--- src/rtl/board_input_conditioner.sv ---
// Board input conditioner for the FlexPRET core. It synchronises and debounces the DE1-SoC switches and keys,
// turns accepted key edges into pulses and sticky interrupts, and synchronises the UART RX pin.
module board_input_conditioner #(
    parameter int                   NUM_SW          = 10,
    parameter int                   NUM_KEY         = 4,
    parameter int                   SYNC_STAGES     = 2,
    parameter int                   DEBOUNCE_CYCLES = 500000,
    parameter logic [2*NUM_KEY-1:0] KEY_EDGE_MODE   = {NUM_KEY{2'b00}}
) (
    input  logic               clock,
    input  logic               reset_n,
    input  logic [NUM_SW-1:0]  sw_raw,
    input  logic [NUM_KEY-1:0] key_raw_n,
    input  logic               uart_rx_raw,
    input  logic [NUM_KEY-1:0] irq_ack,
    output logic [NUM_SW-1:0]  sw_clean,
    output logic [NUM_KEY-1:0] key_clean,
    output logic [NUM_KEY-1:0] key_event,
    output logic [NUM_KEY-1:0] key_irq,
    output logic               uart_rx_sync
);
    localparam int               CNT_W    = $clog2(DEBOUNCE_CYCLES + 1);
    localparam int               NUM_CH   = NUM_SW + NUM_KEY;
    localparam logic [CNT_W-1:0] CNT_LAST = CNT_W'(DEBOUNCE_CYCLES - 1);

    typedef enum logic [1:0] {
        EDGE_PRESS   = 2'b00,
        EDGE_RELEASE = 2'b01,
        EDGE_BOTH    = 2'b10,
        EDGE_NONE    = 2'b11
    } edge_mode_e;

    // Stage 0 samples the pin, and stage SYNC_STAGES-1 is the synchronised value.
    logic [SYNC_STAGES-1:0][NUM_SW-1:0]  r_sw_sync;
    logic [SYNC_STAGES-1:0][NUM_KEY-1:0] r_key_sync;
    logic [SYNC_STAGES-1:0]              r_uart_sync;

    logic [NUM_CH-1:0]  r_stable;
    logic [CNT_W-1:0]   r_cnt [NUM_CH];
    logic [NUM_KEY-1:0] r_key_event;
    logic [NUM_KEY-1:0] r_key_irq;

    logic [NUM_CH-1:0]  w_synced;
    logic [NUM_CH-1:0]  w_accept;
    logic [NUM_KEY-1:0] w_key_hit;

    always_ff @(posedge clock or negedge reset_n) begin
        if (!reset_n) begin
            r_sw_sync   <= '0;
            r_key_sync  <= '1;
            r_uart_sync <= '1;
        end else begin
            r_sw_sync   <= {r_sw_sync[SYNC_STAGES-2:0], sw_raw};
            r_key_sync  <= {r_key_sync[SYNC_STAGES-2:0], key_raw_n};
            r_uart_sync <= {r_uart_sync[SYNC_STAGES-2:0], uart_rx_raw};
        end
    end

    // Keys are debounced as active-high "pressed", so they share the switch datapath.
    assign w_synced = {~r_key_sync[SYNC_STAGES-1], r_sw_sync[SYNC_STAGES-1]};

    always_comb begin
        // NOTE: every always_comb output gets a default first, so no path can leave a latch behind.
        w_accept  = '0;
        w_key_hit = '0;
        for (int i = 0; i < NUM_CH; i++) begin
            w_accept[i] = (w_synced[i] != r_stable[i]) && (r_cnt[i] == CNT_LAST);
        end
        for (int k = 0; k < NUM_KEY; k++) begin
            if (w_accept[NUM_SW+k]) begin
                case (edge_mode_e'(KEY_EDGE_MODE[2*k +: 2]))
                    EDGE_PRESS:   w_key_hit[k] = w_synced[NUM_SW+k];
                    EDGE_RELEASE: w_key_hit[k] = ~w_synced[NUM_SW+k];
                    EDGE_BOTH:    w_key_hit[k] = 1'b1;
                    default:      w_key_hit[k] = 1'b0;
                endcase
            end
        end
    end

    always_ff @(posedge clock or negedge reset_n) begin
        if (!reset_n) begin
            r_stable <= '0;
            // NOTE: the counter array is cleared on reset, so a change in progress is dropped and not resumed.
            for (int i = 0; i < NUM_CH; i++) begin
                r_cnt[i] <= '0;
            end
        end else begin
            for (int i = 0; i < NUM_CH; i++) begin
                if (w_synced[i] == r_stable[i]) begin
                    r_cnt[i] <= '0;
                end else if (w_accept[i]) begin
                    r_stable[i] <= w_synced[i];
                    r_cnt[i]    <= '0;
                end else begin
                    r_cnt[i] <= r_cnt[i] + CNT_W'(1);
                end
            end
        end
    end

    // Masking with the previous pulse keeps events one cycle wide even when DEBOUNCE_CYCLES is 1.
    always_ff @(posedge clock or negedge reset_n) begin
        if (!reset_n) begin
            r_key_event <= '0;
            r_key_irq   <= '0;
        end else begin
            r_key_event <= w_key_hit & ~r_key_event;
            r_key_irq   <= r_key_event | (r_key_irq & ~irq_ack);
        end
    end

    assign sw_clean     = r_stable[NUM_SW-1:0];
    assign key_clean    = r_stable[NUM_CH-1:NUM_SW];
    assign key_event    = r_key_event;
    assign key_irq      = r_key_irq;
    assign uart_rx_sync = r_uart_sync[SYNC_STAGES-1];

endmodule

--- config.mk ---
export PLATFORM = sky130hd
export DESIGN_NAME = board_input_conditioner
export DESIGN_NICKNAME = d
export VERILOG_FILES = /design/src/rtl/board_input_conditioner.sv
export SDC_FILE = /design/constraint.sdc
export NUM_CORES = 1
export LEC_CHECK = 0
export CAP_MARGIN = 20
export CORE_ASPECT_RATIO = 0.9
export CORE_MARGIN = 3
export CORE_UTILIZATION = 56
export DETAILED_ROUTE_END_ITERATION = 6
export GPL_TIMING_DRIVEN = 0
export PLACE_DENSITY = 0.79
export SLEW_MARGIN = 5
export SYNTH_ARGS = -nofsm -noshare
export SYNTH_HDL_FRONTEND = slang
export SYNTH_SLANG_ARGS = --single-unit
--- constraint.sdc ---
create_clock -name clock -period 2.04 [get_ports clock]
set_input_delay 0.408 -clock clock [delete_from_list [all_inputs] [get_ports clock]]
set_output_delay 0.408 -clock clock [all_outputs]
set_load 0.01 [all_outputs]
==> reports/results.txt <==
layout cells sized above 1 - 15.8%
Final ANT Viol Nets - 0
mapped cell area - 15000 um2
logic gate share of total power - 3.7%
pin count of the biggest net entering global routing - 101
vias - 11700
Clock Pin Slew Worst Setup and Hold Paths - 0.06 ns
Slew Viols, Final - 0
Routed WL - 30.6 mm
Int Pwr - 10.7 mW
busiest metal layer after global routing - met2
status - finished, violations left
Hold Fails Final Rpt - 0
Post-Layout Cell Count - 2018
Hold WS - 0.306 ns
Cells after DPL - 1879
ant diodes - 0
post-layout min period - 2.06 ns
vias in the first global route - 11500
first-pass GRT wire length - 52.2 mm
met2 GRT Util - 33.8%
HP Class - input pin to flip-flop
failing checks - negative setup slack
fin area - 18200 um2
syn avg cell area - 10.1 um2
placed inst area - 16000 um2
I/O Pins - 44
clock tree buffer depth - 3
initial DRC count - 782
max cap viols - 0
initial antenna violation count - 0
switch share - 21.5%
Netlist cell types - 49
clk sinks - 318
Slew @ Worst Pin - 0.493 ns
TritonCTS clock tree - done
Psw - 2.92 mW
CTS Buf Count - 35
Peak VDD IR - 0.734 mV
GR Util met3 - 3.67%
grt ovf - 0
all-layer global routing usage - 21.0%
Post-synth EDFFs - 0
Area Overhead vs Synth - 20.8%
final setup margin - -0.0168 ns
Max-slew headroom - 67.1%
gpl congestion - 0.858
met1 usage - 29.4%
f_max - 0.486 GHz
PD cells - 748 nW/um2
Post-DP HPWL - 18.6 mm
critical path class - flip-flop to flip-flop
share of flip-flops with an asynchronous set or reset - 100%
Final setup viols - 8
Core Box Area - 26200 um2
port buffer count - 43
post-route DRC violation count - 0
share of total power in the clock network - 48.4%
CP max FO - 2
Std-Cell Rows - 56
fin nets - 1679
Yosys reg bits - 318
period utilization - 101%
CTS root buf - clkbuf_16
DR pass1 iterations - 5
most common flop cell mapped by yosys - dfrtp_1
Die H - 161 um
routed length per instance - 15.2 um
Worst Setup End Kind - flip-flop
Seq pwr share - 47.8%
die width - 179 um
die area - 28800 um2
Final TNS setup - -0.0636 ns
RSZ-0062 raised after global routing - true
Setup crit start kind - flip-flop
worst slack, placed - -0.392 ns
Worst-Skew Late Latency - 0.51 ns
Final Power - 13.6 mW
Syn Inst Count - 1485
Lkg Pwr - 7.25 nW
crit path DAT - 2.45 ns
Post-Syn Nets - 1520
Synth Warn # - 0
H-tree Lvls - 2
starting density of the core - 57.4%
final core utilization - 69.3%
Vias/cell - 5.80
skew final - 0.0111 ns
Worst EP required - 2.43 ns
register area share after synthesis - 53.0%
==> sequential cells by signal, summed over array words and instances (netlist names) <==
name,flops
r_cnt,266
r_sw_sync,20
r_stable,14
r_key_sync,8
key_event,4
key_irq,4
r_uart_sync,2
==> cells in the final DEF, fill, tap and decap left out, types with 5 or more instances in the layout <==
master,n
a21o_1,5
a21oi_1,56
a21oi_2,6
and2_1,12
and3_1,18
and4_1,11
buf_4,70
buf_6,13
clkbuf_1,13
clkbuf_16,37
clkbuf_8,10
clkdlybuf4s50_1,42
dfrtp_1,296
dfrtp_2,12
dfstp_2,10
ha_1,13
inv_1,57
mux2_2,6
nand2_1,78
nand3_1,89
nand3_2,5
nand3b_1,8
nand4_1,61
nor2_1,210
nor2_2,13
nor2_4,5
nor3_1,38
nor4_1,46
nor4b_1,5
o21ai_0,29
o21ai_4,8
o31ai_1,27
or2_2,11
or3_1,39
or4_1,38
or4_4,8
or4b_1,6
or4b_2,6
xnor2_1,137
xor2_1,53
==> final timing paths <==
check	endpoint	startpoint	slack (ns)	cells past startpoint
max in group asynchronous	r_cnt[199]	reset_n	0.51	4
max	r_stable[8]	r_cnt[106]	-0.02	4
min reg2reg	r_sw_sync[19]	r_sw_sync[9]	0.35	0
min	r_key_sync[0]	key_raw_n[0]	0.31	1
max reg2reg	r_stable[8]	r_cnt[106]	-0.02	4
min in group asynchronous	r_cnt[212]	reset_n	0.42	2
==> metal layers <==
layer | wire [um] | vias up | part of all wire [%]
met5 | 0 | - | 0
met4 | 643 | 0 | 2.1
met3 | 1330 | 64 | 4.3
met2 | 14800 | 274 | 48
met1 | 13800 | 5752 | 45
li1 | - | 5610 | -
==> area by class of cell <==
class	count	area (um2)
flip-flops and latches	318	7990
repair buffers	123	1120
inverters	57	214
plain buffers	22	144
well taps	348	435
clock inverters	10	139
multi-input cells	1087	7030
fillers	1914	8050
clock buffers	53	1090
==> timing repair <==
action,in CTS,in global routing
hold buffers,1,0
gates resized for setup,36,65
pin swaps,17,27
buffers inserted,34,40
gates cloned,1,1
setup endpoints to repair,163,175
endpoints found under the hold margin,55,0
==> power groups by stage <==
stage	Combinational [mW]	Sequential [mW]	Clock, mW
6_report	0.508	6.50	6.58
5_1_grt	0.576	6.51	7.02
3_5_place_dp	0.454	6.61	0
3_3_place_gp	0.424	6.62	0
2_1_floorplan	0.213	6.59	0
4_1_cts	0.489	6.50	6.75
==> logic make-up after synthesis <==
family,count (synthesis),synth area share (%)
AND/OR/NAND/NOR,727,25.4
multiplexers,13,0.949
adder cells (fa/ha/maj),14,1.17
flip-flops,318,53.0
buffers and inverters,80,2.21
XOR/XNOR,190,11.1
AO/OA/AOI/OAI,143,6.19
==> cells in the mapped netlist, types with 14 or more instances <==
cell / count / share of area, %
dfrtp_1: 308 / 51
nor2_1: 228 / 5.7
xnor2_1: 137 / 8.0
nand3_1: 94 / 3.1
nand2_1: 78 / 1.9
a21oi_1: 62 / 2.1
nand4_1: 61 / 2.5
inv_1: 57 / 1.4
xor2_1: 53 / 3.1
nor4_1: 49 / 2.0
or4_1: 45 / 2.2
or3_1: 41 / 1.7
nor3_1: 38 / 1.3
o21ai_0: 29 / 0.97
o31ai_1: 28 / 1.4
and3_1: 18 / 0.75
ha_1: 14 / 1.2
==> worst max-delay path: stages, from the launching register on <==
cell and delay [ns]:
dfrtp_1 0.40, or4b_4 0.53, or4_4 0.59, nor2_4 0.13, mux2_4 0.29
No activity file was read; power rests on OpenSTA's default activity.
